File: src/rtl/chan_mux_pkg.sv
// Shared constants and helpers for the chan_mux_scan channel selector.
// next_enabled() is only called when CHAN_MUX_MASK_EN is defined.
package chan_mux_pkg;

  localparam logic MODE_MANUAL = 1'b0;
  localparam logic MODE_SCAN   = 1'b1;

  localparam int NCH_DEFAULT     = 4;
  localparam int W_DEFAULT       = 1;
  localparam int DWELL_W_DEFAULT = 8;

  // Nearest enabled channel after cur in circular order; cur itself only if it is the sole one left.
  function automatic int next_enabled(input int cur, input logic [15:0] en, input int nch);
    int nxt;
    int idx;
    nxt = cur;
    for (int k = 16; k >= 1; k--) begin
      if (k <= nch) begin
        idx = (cur + k) % nch;
        if (en[4'(idx)]) nxt = idx;
      end
    end
    return nxt;
  endfunction

endpackage

File: src/rtl/chan_mux_dwell_timer.sv
// Dwell counter for scan mode: tick fires on the cycle the count reaches the
// live dwell value, and the count restarts from zero on that same edge.
module chan_mux_dwell_timer
  import chan_mux_pkg::*;
#(
  parameter int DWELL_W = DWELL_W_DEFAULT
) (
  input  logic               clk,
  input  logic               rst,
  input  logic               enable,
  input  logic               clear,
  input  logic [DWELL_W-1:0] dwell,
  output logic               tick
);

  logic [DWELL_W-1:0] count;

  assign tick = enable && !clear && (count >= dwell);

  always_ff @(posedge clk) begin
    if (rst) begin
      count <= '0;
    end else if (clear) begin
      count <= '0;
    end else if (enable) begin
      count <= tick ? '0 : count + 1'b1;
    end
  end

endmodule

File: src/rtl/chan_mux_scan.sv
// N-channel registered multiplexer with manual and auto-scan selection.
// Optional macro CHAN_MUX_MASK_EN adds the chan_en per-channel enable port.
module chan_mux_scan
  import chan_mux_pkg::*;
#(
  parameter int NCH     = NCH_DEFAULT,
  parameter int W       = W_DEFAULT,
  parameter int DWELL_W = DWELL_W_DEFAULT,
  localparam int SEL_W  = $clog2(NCH)
) (
  input  logic               clk,
  input  logic               rst,
  input  logic [NCH*W-1:0]   in_data,
  input  logic               mode,
  input  logic [SEL_W-1:0]   sel_in,
  input  logic               sel_load,
  input  logic [DWELL_W-1:0] dwell,
`ifdef CHAN_MUX_MASK_EN
  input  logic [NCH-1:0]     chan_en,
`endif
  output logic [W-1:0]       out_data,
  output logic               out_valid,
  output logic [SEL_W-1:0]   cur_sel,
  output logic               wrap
);

  localparam logic [SEL_W:0]   NCH_V    = (SEL_W+1)'(NCH);
  localparam logic [SEL_W-1:0] LAST_SEL = SEL_W'(NCH - 1);

  logic [15:0]      en16;
  logic             any_en;
  logic             scan;
  logic             load_ok;
  logic             tick;
  logic [SEL_W-1:0] step_sel;
  logic             step_wrap;

  // Without the mask every channel counts as enabled.
  always_comb begin
    en16 = '0;
`ifdef CHAN_MUX_MASK_EN
    en16[NCH-1:0] = chan_en;
`else
    en16[NCH-1:0] = {NCH{1'b1}};
`endif
  end

  assign any_en  = |en16;
  assign scan    = (mode == MODE_SCAN);
  assign load_ok = sel_load && ({1'b0, sel_in} < NCH_V) && en16[4'(sel_in)];

  chan_mux_dwell_timer #(
    .DWELL_W (DWELL_W)
  ) u_timer (
    .clk    (clk),
    .rst    (rst),
    .enable (scan && any_en),
    .clear  (!scan || load_ok),
    .dwell  (dwell),
    .tick   (tick)
  );

  always_comb begin
`ifdef CHAN_MUX_MASK_EN
    step_sel  = SEL_W'(next_enabled(int'(cur_sel), en16, NCH));
    step_wrap = (step_sel <= cur_sel);
`else
    step_sel  = (cur_sel == LAST_SEL) ? '0 : cur_sel + 1'b1;
    step_wrap = (cur_sel == LAST_SEL);
`endif
  end

  // A valid load wins over a scan advance; tick is already masked by the load.
  always_ff @(posedge clk) begin
    if (rst) begin
      cur_sel   <= '0;
      wrap      <= 1'b0;
      out_data  <= '0;
      out_valid <= 1'b0;
    end else begin
      wrap <= 1'b0;
      if (load_ok) begin
        cur_sel <= sel_in;
      end else if (tick) begin
        cur_sel <= step_sel;
        wrap    <= step_wrap;
      end
      if (any_en) begin
        out_data  <= in_data[int'(cur_sel)*W +: W];
        out_valid <= 1'b1;
      end else begin
        out_data  <= '0;
        out_valid <= 1'b0;
      end
    end
  end

endmodule

File: config.mk
export PLATFORM = sky130hd
export DESIGN_NAME = chan_mux_scan
export DESIGN_NICKNAME = d
export VERILOG_FILES = /design/src/rtl/chan_mux_pkg.sv /design/src/rtl/chan_mux_dwell_timer.sv /design/src/rtl/chan_mux_scan.sv
export SDC_FILE = /design/constraint.sdc
export NUM_CORES = 1
export LEC_CHECK = 0
export ABC_AREA = 1
export BUFFER_PORTS_ARGS = -buffer_cell sky130_fd_sc_hd__buf_2
export CAP_MARGIN = 20
export CELL_PAD_IN_SITES_DETAIL_PLACEMENT = 1
export CELL_PAD_IN_SITES_GLOBAL_PLACEMENT = 1
export CORE_MARGIN = 10
export CORE_UTILIZATION = 39
export CTS_CLUSTER_DIAMETER = 80
export CTS_CLUSTER_SIZE = 40
export DETAILED_ROUTE_END_ITERATION = 8
export PLACE_DENSITY_LB_ADDON = 0.08
export SETUP_SLACK_MARGIN = 0.3
export SKIP_CTS_REPAIR_TIMING = 1
export SLEW_MARGIN = 10
export SYNTH_ARGS = -nofsm -noshare
export SYNTH_HDL_FRONTEND = slang
export SYNTH_SLANG_ARGS = --single-unit
File: constraint.sdc
create_clock -name clk -period 3.2 [get_ports clk]
set_input_delay 0.16 -clock clk [delete_from_list [all_inputs] [get_ports clk]]
set_output_delay 0.16 -clock clk [all_outputs]
set_load 0.01 [all_outputs]
Word level (Yosys, flattened, before mapping)
Cells that the tools add are included.
{"block": "classes", "n_bitwise": 1, "mux": 7, "reduce_logical": 9, "n_addsub": 2, "eq_ne": 1, "shift": 1, "order_cmp": 2}
{"operator": "$add 8x1->8 const B", "count": 1}
{"operator": "$ge 8x8->1", "count": 1}
{"operator": "$mux 8", "count": 1}
{"operator": "$mux 2", "count": 3}
{"operator": "$lt 2x5->1 const B", "count": 1}
{"operator": "$shiftx 4x3->1", "count": 1}
{"operator": "$logic_and 1x1->1", "count": 3}
{"operator": "$reduce_or 3->1", "count": 1}
{"operator": "$add 2x1->2 const B", "count": 1}
{"operator": "$bmux 1 s2", "count": 1}
{"operator": "$eq 2x2->1 const B", "count": 1}
{"operator": "$logic_not 1->1", "count": 2}
{"operator": "$mux 1", "count": 2}
{"operator": "$reduce_bool 2->1", "count": 1}
{"operator": "$reduce_or 2->1", "count": 1}
{"operator": "$logic_or 1x1->1", "count": 1}
{"operator": "$not 1->1", "count": 1}
{"block": "word_totals", "word_cells": 28, "register_bits": 13, "in_bits": 18, "out_inout_bits": 5}

Longest topological paths before layout
{"block": "depth", "depth_word": 9, "depth_mapped": 13}

Cells and area by module
A second synthesis with hierarchy kept.
{"block": "hier_totals", "cells_unflattened": 121, "hier_area_um2": 844.6}
{"mod": "chan_mux_dwell_timer", "cells_each": 82, "instances": 1, "seq_area_each_um2": 160.2, "area_per_inst_um2": 598.1}
{"mod": "chan_mux_scan", "cells_each": 39, "instances": 1, "seq_area_each_um2": 100.1, "area_per_inst_um2": 246.5}

Worst setup path after synthesis
Ideal clock, no wire load.
{"block": "synth_path", "kind": "register to register", "start": "register u_timer.count[3]", "end": "register cur_sel[0]", "t_required_ns": 3.130, "period_less_slack_ns": 1.395, "path_stages_with_launch": 11, "setup_time_ns": 0.070, "t_arrival_ns": 1.326, "path_slack_ns": 1.805, "path_cell_list": "dfxtp_1 -> ha_1 -> nand2_1 -> inv_1 -> nand2_1 -> nand2_1 -> nand2_1 -> nand3_4 -> nand2_4 -> nand3_1 -> a21oi_1"}
{"block": "synth_via", "elab_chain_cells": 3}
{"item": "start, declared", "line": "chan_mux_dwell_timer.sv:16", "text": "logic [DWELL_W-1:0] count;"}
{"item": "start signal, assigned", "line": "chan_mux_dwell_timer.sv:26", "text": "count <= tick ? '0 : count + 1'b1;"}
{"item": "$ge 8x8->1", "line": "chan_mux_dwell_timer.sv:18", "text": "assign tick = enable && !clear && (count >= dwell);"}
{"item": "$logic_and 1x1->1", "line": "chan_mux_dwell_timer.sv:18"}
{"item": "$reduce_bool 2->1 (no source line)"}
{"item": "end signal, assigned", "line": "chan_mux_scan.sv:83", "text": "cur_sel <= sel_in;"}
{"item": "end signal, assigned", "line": "chan_mux_scan.sv:85", "text": "cur_sel <= step_sel;"}
{"item": "end, declared", "line": "chan_mux_scan.sv:23", "text": "output logic [SEL_W-1:0] cur_sel,"}
Every way passes these cells.
A chain may end at the register's enable or synchronous reset.

Final worst setup path
{"block": "layout_path", "start": "register u_timer.count[3]", "end": "register u_timer.count[0]"}
{"block": "layout_via", "elab_chain_cells": 3}
{"item": "$ge 8x8->1", "line": "chan_mux_dwell_timer.sv:18"}
{"item": "$logic_and 1x1->1", "line": "chan_mux_dwell_timer.sv:18"}
{"item": "$mux 8", "line": "chan_mux_dwell_timer.sv:26"}
Every way passes these cells.

==> metrics.txt <==
status complete, no violations; crit path buf inv count 1; DRT Pass-1 Iters 2; Vias/cell 4.81; WP data required 3.40 ns; number of global-route vias before repair 789; # port buffers 22; Nets 158; Iter 0 DRT Violations 7; DRC Markers 0; CP Launch Type register; crit-path max FO 8; P&R area growth vs syn 20.7%; antenna violations before repair 0; kind of critical path register to register; Reg clk slew, reported paths 0.09 ns; static leakage 0.527 nW; count of pins over their slew limit 0; largest net degree at the start of global routing 9; routed via count 751; Fmax 622 MHz; remaining antenna violation count 0; Hold Fails Final Rpt 0; Clock Skews 0.0109 ns; RSZ-0062 raised after global routing false; Die Wd 66.1 µm; Power Density 321 nW/µm²; largest stage delay on the critical path 0.44 ns; Mapped Cells 103; n_diodes 0; Placed Cells 152; delay-heaviest family, CP simple AND/OR/NAND/NOR gates; fin crit share 50.2%; fin worst setup slack 1.59 ns; Worst-Skew Late Latency 0.28 ns; post-synthesis sequential area ratio 31.5%; Worst Path Arrival 1.81 ns; clock sink count 13; gr usage total 10.5%; Critical Path Sink Type register; Placeable Area 1980 µm²; hpwl dp 1.78 mm; Final Instance Count excl. Fillers 156; distinct cell type count after synthesis 25; Fillers 258; TritonCTS buffer count 3; WL final 2.07 mm; layout cells sized above 1 29.5%; die area 4360 µm²; DIE HEIGHT 66.1 µm; synth warn 0; most frequent CP cell nand2_1; global-route wire length before repair 3.57 mm; CTS tree done; worst-case clock buffer depth 2; Slowest-stage cell, CP dfxtp_1; total negative slack 0 ns; Root Buffer Master clkbuf_4; post-place setup slack 1.61 ns; post-synthesis average cell area 8.03 µm²; Slew Limit Headroom 83.2%; I/O pin count 23; hold slack 0.0813 ns; slew at the pin closest to its max-slew limit 0.249 ns; sequence of cells on the critical path ha_1, nand2_1, inv_1, nand2_1, nand2_1, nand2_1, nand3_4, nand2_4, nand2_1, nor3_1; Hold Crit Class input pin to register; min Tclk post-route 1.61 ns; Setup violations, final 0; H-tree levels 1; Netlist Area Pre-Place 827 µm²; peak supply drop 224 µV; Synth Register Bits 13; Synth Net Count 131; Initial Util 41.7%; Placer Congestion 0.728; cell row count 16; GR Overflow Total 0; WL/cell 13.3 µm; max-cap viol count 0
[power by group]
| part | total (mW) | switching, mW | internal, mW |
|---|---|---|---|
| Sequential | 0.169 | 0.00320 | 0.166 |
| Combinational | 0.0470 | 0.0265 | 0.0205 |
| Clock | 0.105 | 0.0587 | 0.0463 |
| Total | 0.321 | 0.0884 | 0.232 |
[routing by layer]
layer / GRT usage [%] / wire length, µm / up-vias
li1: - / - / 399
met1: 10.8 / 868 / 336
met2: 18.1 / 1060 / 14
met3: 4.24 / 126 / 2
met4: 4.71 / 16 / 0
met5: 0 / 0 / -
[synth_stat cells]
cell,number,area [µm²]
inv_1,16,60.1
nand2_1,16,60.1
dfxtp_1,13,260
ha_1,10,125
a21oi_1,7,35.0
nand3_1,5,25.0
nor3_1,5,25.0
nor2_1,4,15.0
nand2_2,3,18.8
nand4_1,3,18.8
nor2_4,3,33.8
xor2_1,3,26.3
o21ai_0,2,10.0
xnor2_1,2,17.5
a21o_1,1,7.51
and3_1,1,6.26
inv_2,1,3.75
nand2_4,1,11.3
nand3_4,1,17.5
nand4_2,1,12.5
nor2_2,1,6.26
nor3_2,1,10.0
nor4_1,1,6.26
o21a_1,1,7.51
o31ai_1,1,7.51
[flip-flops by register name, summed over array words and instances, names as in the netlist]
name,flops
u_timer.count,8
cur_sel,2
out_valid,1
wrap,1
out_data,1
[layout by cell type, fill, tap and decap left out]
cell,synthesis,layout
a21oi_1,7,7
nor4_1,1,1
nand2_4,1,1
xnor2_1,2,2
buf_2,0,22
o31ai_1,1,1
nand4_2,1,1
xor2_1,3,3
clkinv_2,0,1
nor2_1,4,4
ha_1,10,10
nand2_2,3,3
inv_1,16,16
a21o_1,1,1
nand4_1,3,3
nand2_1,16,16
o21ai_0,2,2
nor2_4,3,3
nor3_1,5,5
clkbuf_4,0,3
o21a_1,1,1
nand3_4,1,1
and3_1,1,1
inv_2,1,1
nand3_1,5,5
dfxtp_1,13,13
nor2_2,1,1
nor3_2,1,1
[worst paths after layout]
check	start	end	slack, ns	cells after the start
min	rst	cur_sel[0]	0.08	2
max reg2reg	u_timer.count[3]	u_timer.count[0]	1.59	10
max	u_timer.count[3]	u_timer.count[0]	1.59	10
min reg2reg	u_timer.count[0]	u_timer.count[0]	0.50	1
[kinds of logic (layout without fill, tap and decap cells)]
logic type / count (synthesis) / in the layout / synth area share (%)
xor+xnor: 5 / 5 / 5.30
simple gates: 46 / 46 / 32.2
fa+ha+maj: 10 / 10 / 15.1
flops: 13 / 13 / 31.5
compound gates: 12 / 12 / 8.17
buf+inv: 17 / 43 / 7.72
[metrics by stage]
step                utilization [%]  area, µm²  power [mW]
finish                         50.4        998       0.321
global route                   50.4        998       0.343
CTS                            50.4        998       0.327
detailed placement             49.0        971       0.220
global placement               49.0        971       0.217
floorplan                         -        827       0.198
[layout make-up]
cell class,count,area (µm²),area share [%]
clock buffer,3,22.5,2.26
clock inverter,1,5.00,0.501
inverter,17,63.8,6.39
multi-input combinational,73,503,50.4
sequential,13,260,26.1
tap,27,33.8,3.38
timing repair buffer,22,110,11.0
No activity file was read; power rests on OpenSTA's default activity.
